`src/rtl/fetch_pc_predictor_if.sv`:
```
// Fetch-side bus of the PC predictor: BTB lookup, EX resolution feedback,
// BTB update write port and performance counters.
interface fetch_pc_predictor_if #(
  parameter int unsigned CNT_W = 16
);
  logic              stall_i;
  logic [31:0]       lookup_pc;
  logic              btb_hit;
  logic [31:0]       predicted_target;
  logic [31:0]       pc_o;
  logic              ex_is_ctrl;
  logic              ex_taken;
  logic [31:0]       ex_target;
  logic              flush_o;
  logic              update_en;
  logic [31:0]       update_pc;
  logic              update_taken;
  logic [31:0]       update_target;
  logic [CNT_W-1:0]  branch_cnt;
  logic [CNT_W-1:0]  mispred_cnt;

  // master: the predictor itself
  modport master (
    input  stall_i, btb_hit, predicted_target, ex_is_ctrl, ex_taken, ex_target,
    output lookup_pc, pc_o, flush_o, update_en, update_pc, update_taken,
           update_target, branch_cnt, mispred_cnt
  );

  // slave: BTB, pipeline and execute stage around the predictor
  modport slave (
    output stall_i, btb_hit, predicted_target, ex_is_ctrl, ex_taken, ex_target,
    input  lookup_pc, pc_o, flush_o, update_en, update_pc, update_taken,
           update_target, branch_cnt, mispred_cnt
  );
endinterface

```
`src/rtl/fetch_pc_predictor.sv`:
```
// Fetch PC generator: follows BTB predictions, tracks each fetch to EX,
// redirects on mispredict and emits BTB updates plus saturating counters.
module fetch_pc_predictor #(
  parameter logic [31:0] RESET_PC   = 32'h0000_0000,
  parameter int unsigned PIPE_DEPTH = 2,
  parameter int unsigned CNT_W      = 16
) (
  input  logic                  clk,
  input  logic                  reset_n,
  fetch_pc_predictor_if.master  bus
);

  localparam int unsigned EX = PIPE_DEPTH - 1;
  localparam logic [CNT_W-1:0] CNT_ONE = CNT_W'(1);

  logic [31:0]                  pc_q, pc_d;
  logic [PIPE_DEPTH-1:0]        vld_q, vld_d;
  logic [PIPE_DEPTH-1:0][31:0]  tpc_q, tpc_d;
  logic [PIPE_DEPTH-1:0]        ptk_q, ptk_d;
  logic [PIPE_DEPTH-1:0][31:0]  ptg_q, ptg_d;
  logic                         upd_en_q, upd_en_d;
  logic [31:0]                  upd_pc_q, upd_pc_d;
  logic                         upd_tk_q, upd_tk_d;
  logic [31:0]                  upd_tg_q, upd_tg_d;
  logic [CNT_W-1:0]             br_cnt_q, br_cnt_d;
  logic [CNT_W-1:0]             mp_cnt_q, mp_cnt_d;

  logic        resolve;
  logic        ctrl_mis;
  logic        alias_hit;
  logic        mispredict;
  logic [31:0] ex_pc_plus4;
  logic [31:0] redirect_pc;

  always_comb begin
    resolve     = !bus.stall_i && vld_q[EX];
    ex_pc_plus4 = tpc_q[EX] + 32'd4;
    ctrl_mis    = bus.ex_is_ctrl &&
                  ((bus.ex_taken != ptk_q[EX]) ||
                   (bus.ex_taken && (bus.ex_target != ptg_q[EX])));
    // Non-control instruction the BTB claimed was taken: fall through instead.
    alias_hit   = !bus.ex_is_ctrl && ptk_q[EX];
    mispredict  = resolve && (ctrl_mis || alias_hit);
    redirect_pc = (bus.ex_is_ctrl && bus.ex_taken) ? bus.ex_target : ex_pc_plus4;
  end

  always_comb begin
    pc_d = pc_q;
    if (mispredict)        pc_d = redirect_pc;
    else if (bus.stall_i)  pc_d = pc_q;
    else if (bus.btb_hit)  pc_d = bus.predicted_target;
    else                   pc_d = pc_q + 32'd4;
  end

  always_comb begin
    vld_d = vld_q;
    tpc_d = tpc_q;
    ptk_d = ptk_q;
    ptg_d = ptg_q;
    if (!bus.stall_i) begin
      vld_d[0] = !mispredict;
      tpc_d[0] = pc_q;
      ptk_d[0] = bus.btb_hit;
      ptg_d[0] = bus.btb_hit ? bus.predicted_target : '0;
      for (int unsigned i = 1; i < PIPE_DEPTH; i++) begin
        vld_d[i] = vld_q[i-1] && !mispredict;
        tpc_d[i] = tpc_q[i-1];
        ptk_d[i] = ptk_q[i-1];
        ptg_d[i] = ptg_q[i-1];
      end
    end
  end

  always_comb begin
    upd_en_d = resolve && (bus.ex_is_ctrl || alias_hit);
    upd_pc_d = upd_pc_q;
    upd_tk_d = upd_tk_q;
    upd_tg_d = upd_tg_q;
    if (resolve && bus.ex_is_ctrl) begin
      upd_pc_d = tpc_q[EX];
      upd_tk_d = bus.ex_taken;
      upd_tg_d = bus.ex_target;
    end else if (resolve && alias_hit) begin
      upd_pc_d = tpc_q[EX];
      upd_tk_d = 1'b0;
      upd_tg_d = ex_pc_plus4;
    end
  end

  always_comb begin
    br_cnt_d = br_cnt_q;
    mp_cnt_d = mp_cnt_q;
    if (resolve && bus.ex_is_ctrl && (br_cnt_q != '1)) br_cnt_d = br_cnt_q + CNT_ONE;
    if (mispredict && (mp_cnt_q != '1))                mp_cnt_d = mp_cnt_q + CNT_ONE;
  end

  always_ff @(posedge clk or negedge reset_n) begin
    if (!reset_n) begin
      pc_q     <= RESET_PC;
      vld_q    <= '0;
      tpc_q    <= '0;
      ptk_q    <= '0;
      ptg_q    <= '0;
      upd_en_q <= 1'b0;
      upd_pc_q <= '0;
      upd_tk_q <= 1'b0;
      upd_tg_q <= '0;
      br_cnt_q <= '0;
      mp_cnt_q <= '0;
    end else begin
      pc_q     <= pc_d;
      vld_q    <= vld_d;
      tpc_q    <= tpc_d;
      ptk_q    <= ptk_d;
      ptg_q    <= ptg_d;
      upd_en_q <= upd_en_d;
      upd_pc_q <= upd_pc_d;
      upd_tk_q <= upd_tk_d;
      upd_tg_q <= upd_tg_d;
      br_cnt_q <= br_cnt_d;
      mp_cnt_q <= mp_cnt_d;
    end
  end

  assign bus.pc_o          = pc_q;
  assign bus.lookup_pc     = pc_q;
  assign bus.flush_o       = mispredict;
  assign bus.update_en     = upd_en_q;
  assign bus.update_pc     = upd_pc_q;
  assign bus.update_taken  = upd_tk_q;
  assign bus.update_target = upd_tg_q;
  assign bus.branch_cnt    = br_cnt_q;
  assign bus.mispred_cnt   = mp_cnt_q;

endmodule

```
`src/flat_wrapper.sv`:
```
// flat-port wrapper written by rule: the top's interface ports become plain ports
module fetch_pc_predictor_flat 
#(
  parameter logic [31:0] RESET_PC   = 32'h0000_0000,
  parameter int unsigned PIPE_DEPTH = 2,
  parameter int unsigned CNT_W      = 16
)
  (clk, reset_n, bus_stall_i, bus_btb_hit, bus_predicted_target, bus_ex_is_ctrl, bus_ex_taken, bus_ex_target, bus_lookup_pc, bus_pc_o, bus_flush_o, bus_update_en, bus_update_pc, bus_update_taken, bus_update_target, bus_branch_cnt, bus_mispred_cnt);
  fetch_pc_predictor_if #(.CNT_W(CNT_W)) bus_i ();
  input  logic clk;
  input  logic reset_n;
  input wire logic [$bits(bus_i.stall_i)-1:0] bus_stall_i;
  input wire logic [$bits(bus_i.btb_hit)-1:0] bus_btb_hit;
  input wire logic [$bits(bus_i.predicted_target)-1:0] bus_predicted_target;
  input wire logic [$bits(bus_i.ex_is_ctrl)-1:0] bus_ex_is_ctrl;
  input wire logic [$bits(bus_i.ex_taken)-1:0] bus_ex_taken;
  input wire logic [$bits(bus_i.ex_target)-1:0] bus_ex_target;
  output wire logic [$bits(bus_i.lookup_pc)-1:0] bus_lookup_pc;
  output wire logic [$bits(bus_i.pc_o)-1:0] bus_pc_o;
  output wire logic [$bits(bus_i.flush_o)-1:0] bus_flush_o;
  output wire logic [$bits(bus_i.update_en)-1:0] bus_update_en;
  output wire logic [$bits(bus_i.update_pc)-1:0] bus_update_pc;
  output wire logic [$bits(bus_i.update_taken)-1:0] bus_update_taken;
  output wire logic [$bits(bus_i.update_target)-1:0] bus_update_target;
  output wire logic [$bits(bus_i.branch_cnt)-1:0] bus_branch_cnt;
  output wire logic [$bits(bus_i.mispred_cnt)-1:0] bus_mispred_cnt;
  assign bus_i.stall_i = bus_stall_i;
  assign bus_i.btb_hit = bus_btb_hit;
  assign bus_i.predicted_target = bus_predicted_target;
  assign bus_i.ex_is_ctrl = bus_ex_is_ctrl;
  assign bus_i.ex_taken = bus_ex_taken;
  assign bus_i.ex_target = bus_ex_target;
  assign bus_lookup_pc = bus_i.lookup_pc;
  assign bus_pc_o = bus_i.pc_o;
  assign bus_flush_o = bus_i.flush_o;
  assign bus_update_en = bus_i.update_en;
  assign bus_update_pc = bus_i.update_pc;
  assign bus_update_taken = bus_i.update_taken;
  assign bus_update_target = bus_i.update_target;
  assign bus_branch_cnt = bus_i.branch_cnt;
  assign bus_mispred_cnt = bus_i.mispred_cnt;
  fetch_pc_predictor #(.RESET_PC(RESET_PC), .PIPE_DEPTH(PIPE_DEPTH), .CNT_W(CNT_W)) u_core (.clk(clk), .reset_n(reset_n), .bus(bus_i));
endmodule
```
`config.mk`:
```
export PLATFORM = sky130hd
export DESIGN_NAME = fetch_pc_predictor_flat
export DESIGN_NICKNAME = d
export VERILOG_FILES = /design/src/rtl/fetch_pc_predictor_if.sv /design/src/rtl/fetch_pc_predictor.sv /design/src/flat_wrapper.sv
export SDC_FILE = /design/constraint.sdc
export NUM_CORES = 1
export LEC_CHECK = 0
export ABC_AREA = 1
export BUFFER_PORTS_ARGS = -buffer_cell sky130_fd_sc_hd__buf_2
export CORE_ASPECT_RATIO = 1.1
export CORE_MARGIN = 4
export CORE_UTILIZATION = 55
export CTS_CLUSTER_DIAMETER = 120
export DETAILED_ROUTE_END_ITERATION = 8
export PLACE_DENSITY = 0.87
export SLEW_MARGIN = 5
export SYNTH_ARGS = -nofsm -noshare
export SYNTH_HDL_FRONTEND = slang
export SYNTH_SLANG_ARGS = --single-unit
```
`constraint.sdc`:
```
create_clock -name clk -period 2.3 [get_ports clk]
set_input_delay 0.23 -clock clk [delete_from_list [all_inputs] [get_ports clk]]
set_output_delay 0.23 -clock clk [all_outputs]
set_load 0.02 [all_outputs]
```
=== Yosys cells after proc, flatten, opt, wreduce, memory -nomap -nowiden ===
Cells that the tools add are included.

* Output and inout bits: 163
* Word-level logic and storage cells: 52
* Flip-flop bits (word level): 262
* Bits of input ports: 70

* Reduce and logical (&&, ||, !) cells: 19
* Add/subtract/negate cells: 4
* Mux-type cells: 11
* Eq/ne operators: 5

{| class="wikitable"
|+ Operator list
! kind !! number
|-
| 2-to-1 mux 32 bit || 9
|-
| adder 32 x 3 -> 32 bit, second input constant || 2
|-
| adder 16 x 1 -> 16 bit, second input constant || 2
|-
| inequality test 16 bit, second input constant || 2
|-
| inequality test 32 bit || 1
|-
| logical AND 1 bit || 12
|-
| logical NOT 1 bit || 3
|-
| logical OR 1 bit || 3
|-
| 2-to-1 mux 1 bit || 2
|-
| inequality test 2 x 1 -> 1 bit, second input constant || 1
|-
| nonzero test 2 bit || 1
|-
| inequality test 1 bit || 1
|}

=== Logic depth before layout (Yosys ltp) ===
* Word-level depth: 8
* Gate-level depth with buffers: 14
* Mapped depth without buffers: 14

=== Worst setup path after synthesis ===
OpenSTA, ideal clock, no wires.

* Path kind: reg2reg
* Start point: register u_core.mp_cnt_q[0] (netlist: u_core.bus.mispred_cnt[0])
* End point: register u_core.mp_cnt_q[11] (netlist: u_core.bus.mispred_cnt[11])
* Buffers on the path: 2
* Slack: 259 ps
* Data arrival time: 1924 ps
* Cell stages (with the launch flop): 10
* Cell sequence: dfrtp_1 -> ha_1 -> nand2_2 -> nor2_2 -> nand3_1 -> or4_1 -> buf_6 -> buf_2 -> nand3_1 -> nand2_1

* Cells in the longest elaborated chain, start to end: 2
* Elaborated cells between the ends (all ways): 3

{| class="wikitable"
|+ RTL lines
! what !! RTL line !! source
|-
| start, declared || fetch_pc_predictor.sv:26 || <nowiki>logic [CNT_W-1:0] mp_cnt_q, mp_cnt_d;</nowiki>
|-
| start signal, assigned || fetch_pc_predictor.sv:121 || <nowiki>mp_cnt_q <= mp_cnt_d;</nowiki>
|-
| branches (longest 2 deep; another with adder 16 x 1 -> 16 bit) || -- ||
|}

Parallel ways; which one is timed is not known.
A chain may end at the register's enable or synchronous reset.

=== Worst setup path in the final report ===
* Start point: register u_core.ptg_q[38] in the netlist's numbering
* End point: output port bus_flush_o

* Cells in the longest elaborated chain, start to end: 6

{| class="wikitable"
|+ RTL lines
! what !! RTL line !! source
|-
| start, declared || fetch_pc_predictor.sv:20 || <nowiki>logic [PIPE_DEPTH-1:0][31:0] ptg_q, ptg_d;</nowiki>
|-
| start signal, assigned || fetch_pc_predictor.sv:115 || <nowiki>ptg_q <= ptg_d;</nowiki>
|-
| inequality test 32 bit || fetch_pc_predictor.sv:40 || <nowiki>(bus.ex_taken && (bus.ex_target != ptg_q[EX])));</nowiki>
|-
| logical AND 1 bit || fetch_pc_predictor.sv:40 ||
|-
| logical OR 1 bit || fetch_pc_predictor.sv:39 || <nowiki>((bus.ex_taken != ptk_q[EX]) ||</nowiki>
|-
| logical AND 1 bit || fetch_pc_predictor.sv:38 || <nowiki>ctrl_mis = bus.ex_is_ctrl &&</nowiki>
|-
| logical OR 1 bit || fetch_pc_predictor.sv:43 || <nowiki>mispredict = resolve && (ctrl_mis || alias_hit);</nowiki>
|-
| logical AND 1 bit || fetch_pc_predictor.sv:43 ||
|-
| end, declared || flat_wrapper.sv:20 || <nowiki>output wire logic [$bits(bus_i.flush_o)-1:0] bus_flush_o;</nowiki>
|}

Every way passes these cells.

==> results by stage <==
Floorplan:
- The height of the die is 174.2 um.
- In this run the horizontal extent of the chip is 159.1 um.
- The region available for standard cell placement spans 24,620 um^2.
- The floorplan has 60 rows.
- The die covers 27,720 um^2.
- Pin placement for this block handled 233 I/O pins.
- The initial core utilization is 56.11%.

Synthesis:
- The compound-gate portion of the synthesized area is 8.504%.
- The post-synthesis register bit count is 262.
- The sequential fraction of the synthesis area is 47.46%.
- The area share of and/or/nand/nor cells after synthesis is 31.49%.
- The synthesized netlist occupies a cell area of 13,820 um^2.
- The mean area per synthesized cell is 7.384 um^2.
- The xor/xnor share of the synthesized area is 3.930%.
- After technology mapping, the gate count stands at 1,871.
- Multiplexer cells account for 0.2174% of the synthesized area.
- For this run, the number of Yosys warnings is 0.
- Summing the areas of all fa, ha and maj instances in the mapped netlist gives 0.3623% of the synthesized area.
- The number of nets in the synthesized netlist is 1,945.
- After synthesis, the largest family of logic cells by area is simple AND/OR/NAND/NOR gates.
- The number of library cell types mapped by synthesis is 38.

Place:
- The final estimated routing congestion in global placement is 0.9961.
- The HPWL after detailed placement is 30.91 mm.
- Once placement finished, the instance area stood at 15,140 um^2.
- The number of placed instances, taps included, is 2,333.
- The count of buffers from port buffering is 232.

Worst setup path:
- The peak fanout along the critical path is 4.
- The sort of element at the start of the critical path is a register.
- The reg-to-reg critical path startpoint is u_core.ptg_q[38].
- Data on the critical path is required at its endpoint by 2.07 ns.
- The worst register-to-register path ends at u_core.bus.lookup_pc[2].
- The worst setup path is of the register to output port kind.
- The cell depth of the worst flop-to-flop path is 13.
- Data on the critical path arrives at its endpoint at 2.01 ns.
- The critical path endpoint category is an output port.
- The setup check on the worst reg-to-reg path leaves a slack of 0.14 ns.

GRT:
- The number of antenna violations at the first check in global routing was 2.
- The number of global-route vias before repair came to 12.79k.
- After global routing the overflow that remains totals 0.
- The first global-routing pass estimated 69.40 mm of wire.
- Global routing used 30.85% of the available tracks.
- Entering global routing, the biggest net connects 178 pins.

Power and ir drop:
- The leakage power is 8.500 nW.
- The worst-case vdd ir drop is 0.4697 mV.
- The power per unit of standard cell area is 883.3 nW/um^2.

CTS:
- The clock net in this run drives a total of 262 sinks.
- The CTS tree is done.
- The clock latency reported for the late side of the worst-skew pair is 0.55 ns.
- Clock tree synthesis selected as its root buffer the cell sky130_fd_sc_hd__clkbuf_16.
- Clock-pin slew was measured on the worst setup and hold paths at 0.07 ns.
- The number of buffers between clock root and the deepest sink is 3.
- In this run the number of H-tree levels came out at 1.
- The total CTS buffers is 27.

Timing:
- The minimum clock period is 2.240 ns.
- Setup violations remaining at the end of the flow were counted as 0.
- The final max-slew violation count came to 0.
- Measured against its own limit, the worst slew margin works out to 51.09%.
- The sum of negative setup slack is 0 ns.
- The period utilization is 97.37%.
- Setup repair after global routing could not meet its margin everywhere.
- On the final layout, the worst hold slack is -0.003222 ns.
- The timing-limited maximum frequency is 0.4465 GHz.
- The number of hold-slack violations in the final timing report came to 1.
- At the pin with the least slew margin, the transition time is 0.7337 ns.
- The maximum clock skew at final layout is 0.01100 ns.

Hold path:
- The number of stages on the worst hold path is 3.
- The startpoint identified for the worst hold timing path is bus_predicted_target[29].
- The tightest min-delay check is of the input port to register type.
- The path with the worst hold slack has its endpoint at u_core.ptg_q[29].

Cells and area:
- The area taken by flip-flops and latches is 6556 um^2.
- The final-stage net count is 2,175.
- The proportion of layout cells with a drive suffix above 1 is 16.34%.
- The number of fill cells is 2,036.
- In the final layout, the multi-input gates occupy 6220 um^2.
- The area growth from synthesis to layout is 20.64%.
- The cell area after layout is 16,670 um^2.
- The filler-free cell count of the finished design is 2,430.

Drt:
- The routed via count divided by cell count is 5.586.
- The remaining antenna violation count is 0.
- The routed wirelength normalized by instance count is 17.96 um.
- The detailed-router iteration count before antenna repair is 6.
- After detailed routing, the number of remaining DRC violations is 0.
- For this block, the initial DRC count from the detailed router was 1,645.
- Summed over all layers, the routed wires come to 43.65 mm.
- The total number of vias is 13.57k.

Outcome:
- The flow ran to the end, but the final reports show violations.
- The final reports fail on hold timing.

Flow run:
- The tool flagged a number of max-cap violations equal to 0.
-- worst max path at each step --
| stage | startpoint | end | slack, ns | depth (start not counted) |
|---|---|---|---|---|
| 2_1_floorplan | u_core.bus.mispred_cnt[0] | u_core.bus.mispred_cnt[11] | 0.26 | 9 |
| 3_3_place_gp | u_core.tpc_q[35] | u_core.bus.lookup_pc[24] | 0.23 | 11 |
| 3_5_place_dp | u_core.tpc_q[35] | u_core.bus.lookup_pc[24] | 0.15 | 11 |
| 4_1_cts | u_core.ptg_q[38] | bus_flush_o | 0.01 | 9 |
| 5_1_grt | u_core.ptg_q[43] | bus_flush_o | -0.03 | 9 |
| 6_report | u_core.ptg_q[38] | bus_flush_o | 0.06 | 9 |
-- state kept, by name, summed over array words and instances (netlist names) --
signal,count
u_core.bus.update_taken,1
u_core.ptg_q,64
u_core.bus.update_pc,32
u_core.bus.branch_cnt,16
u_core.bus.update_target,32
u_core.bus.lookup_pc,32
u_core.bus.mispred_cnt,16
u_core.bus.update_en,1
u_core.vld_q,2
u_core.ptk_q,2
u_core.tpc_q,64
-- metal layers --
metal	GRT usage, %	vias to the layer above	part of all wire, %
li1	-	6350	-
met1	43.55	6336	41
met2	48.33	771	45
met3	5.122	117	9.7
met4	11.57	0	3.9
met5	0	-	0
-- area by class of cell --
cell class | count | area share [%]
tap | 310 | 2.327
multi-input combinational | 1355 | 37.32
clock inverter | 10 | 1.201
timing repair buffer | 308 | 11.76
inverter | 146 | 3.371
sequential | 262 | 39.34
clock buffer | 36 | 4.617
timing repair inverter | 1 | 0.03753
antenna | 2 | 0.03003
-- timing repair --
action                     CTS  global route
pin swaps                    6            12
buffers inserted             3             1
cloned                       1             0
resized for setup           12            13
hold buffers                44             0
setup endpoints to repair    1             7
hold endpoints to repair   114             0
-- where the power goes --
group	internal [W]	total [W]	switching, W
Sequential	0.00542	0.00614	0.000719
Clock	0.00291	0.00479	0.00188
Combinational	0.00125	0.00379	0.00254
Total	0.00959	0.0147	0.00513
-- synthesized netlist by cell type --
| cell type | instances | share of area, % |
|---|---|---|
| sky130_fd_sc_hd__nand2_1 | 730 | 20 |
| sky130_fd_sc_hd__ha_1 | 4 | 0.36 |
| sky130_fd_sc_hd__buf_6 | 1 | 0.082 |
| sky130_fd_sc_hd__nor2_4 | 1 | 0.082 |
| sky130_fd_sc_hd__inv_1 | 141 | 3.8 |
| sky130_fd_sc_hd__a22o_1 | 1 | 0.063 |
| sky130_fd_sc_hd__nor2_2 | 1 | 0.045 |
| sky130_fd_sc_hd__a21oi_1 | 13 | 0.47 |
| sky130_fd_sc_hd__clkinv_1 | 1 | 0.027 |
| sky130_fd_sc_hd__a22oi_1 | 1 | 0.054 |
| sky130_fd_sc_hd__buf_4 | 32 | 1.7 |
| sky130_fd_sc_hd__nor2_1 | 142 | 3.9 |
| sky130_fd_sc_hd__o211ai_1 | 15 | 0.82 |
| sky130_fd_sc_hd__a31oi_1 | 2 | 0.091 |
| sky130_fd_sc_hd__nand3b_1 | 13 | 0.71 |
| sky130_fd_sc_hd__nand2_2 | 10 | 0.45 |
| sky130_fd_sc_hd__dfrtp_1 | 262 | 47 |
| sky130_fd_sc_hd__nor3_2 | 1 | 0.072 |
| sky130_fd_sc_hd__buf_1 | 7 | 0.19 |
| sky130_fd_sc_hd__buf_12 | 1 | 0.14 |
| sky130_fd_sc_hd__inv_2 | 4 | 0.11 |
| sky130_fd_sc_hd__xor2_1 | 41 | 2.6 |
| sky130_fd_sc_hd__buf_2 | 11 | 0.40 |
| sky130_fd_sc_hd__mux2i_1 | 3 | 0.22 |
| sky130_fd_sc_hd__o21a_1 | 2 | 0.11 |
| sky130_fd_sc_hd__nor3_1 | 6 | 0.22 |
| sky130_fd_sc_hd__nand2_8 | 1 | 0.14 |
| sky130_fd_sc_hd__nor4_1 | 1 | 0.045 |
| sky130_fd_sc_hd__o21ai_1 | 1 | 0.036 |
| sky130_fd_sc_hd__nand4_1 | 11 | 0.50 |
| sky130_fd_sc_hd__or2_2 | 1 | 0.045 |
| sky130_fd_sc_hd__xnor2_1 | 21 | 1.3 |
| sky130_fd_sc_hd__a21boi_0 | 9 | 0.49 |
| sky130_fd_sc_hd__or4_1 | 1 | 0.054 |
| sky130_fd_sc_hd__nand3_1 | 150 | 5.4 |
| sky130_fd_sc_hd__o21ai_0 | 169 | 6.1 |
| sky130_fd_sc_hd__o221ai_1 | 4 | 0.25 |
| sky130_fd_sc_hd__clkbuf_1 | 56 | 1.5 |
-- logic make-up after synthesis --
| logic type | Yosys count |
|---|---|
| buffers and inverters | 254 |
| adder cells (fa/ha/maj) | 4 |
| AO/OA/AOI/OAI | 217 |
| AND/OR/NAND/NOR | 1069 |
| flip-flops | 262 |
| XOR/XNOR | 62 |
| multiplexers | 3 |
-- metrics by stage --
step / utilization (%) / setup WS, ns / hold slack (ns) / total power [W]
finish: 67.69 / 0.06041 / -0.003222 / 0.01472
global route: 67.69 / -0.03067 / 0.01894 / 0.01541
CTS: 67.48 / 0.01345 / 0.0001825 / 0.01467
detailed placement: 61.47 / 0.1544 / 0.2495 / 0.009820
global placement: 61.47 / 0.2343 / 0.2467 / 0.009707
floorplan: - / 0.2588 / -0.06559 / 0.008432
-- critical path, stage by stage, from the launching register on --
cell and delay, ns:
sky130_fd_sc_hd__dfrtp_1 0.39, sky130_fd_sc_hd__xnor2_1 0.18, sky130_fd_sc_hd__nand2_2 0.11, sky130_fd_sc_hd__nor2_4 0.14, sky130_fd_sc_hd__nand2_1 0.07, sky130_fd_sc_hd__nor2_1 0.12, sky130_fd_sc_hd__nand3_2 0.13, sky130_fd_sc_hd__nand2_4 0.13
sky130_fd_sc_hd__clkinv_8 0.06, sky130_fd_sc_hd__buf_6 0.12
-- cells in the final DEF (no fill, tap or decap), types with 2 or more instances in the layout --
cell,n
sky130_fd_sc_hd__a21boi_0,9
sky130_fd_sc_hd__a21oi_1,12
sky130_fd_sc_hd__a31oi_1,2
sky130_fd_sc_hd__buf_12,8
sky130_fd_sc_hd__buf_2,229
sky130_fd_sc_hd__buf_4,25
sky130_fd_sc_hd__bufinv_16,5
sky130_fd_sc_hd__clkbuf_1,3
sky130_fd_sc_hd__clkbuf_16,27
sky130_fd_sc_hd__clkbuf_8,6
sky130_fd_sc_hd__clkinv_2,2
sky130_fd_sc_hd__dfrtp_1,262
sky130_fd_sc_hd__diode_2,2
sky130_fd_sc_hd__dlygate4sd3_1,44
sky130_fd_sc_hd__ha_1,4
sky130_fd_sc_hd__inv_1,140
sky130_fd_sc_hd__inv_2,3
sky130_fd_sc_hd__mux2i_1,3
sky130_fd_sc_hd__nand2_1,727
sky130_fd_sc_hd__nand2_2,12
sky130_fd_sc_hd__nand3_1,148
sky130_fd_sc_hd__nand3_2,2
sky130_fd_sc_hd__nand3b_1,13
sky130_fd_sc_hd__nand4_1,11
sky130_fd_sc_hd__nor2_1,132
sky130_fd_sc_hd__nor2_2,9
sky130_fd_sc_hd__nor2_4,3
sky130_fd_sc_hd__nor3_1,4
sky130_fd_sc_hd__nor3_2,3
sky130_fd_sc_hd__o211ai_1,15
sky130_fd_sc_hd__o21a_1,2
sky130_fd_sc_hd__o21ai_0,169
sky130_fd_sc_hd__o221ai_1,4
sky130_fd_sc_hd__xnor2_1,21
sky130_fd_sc_hd__xor2_1,41
No activity file was read; power rests on OpenSTA's default activity.
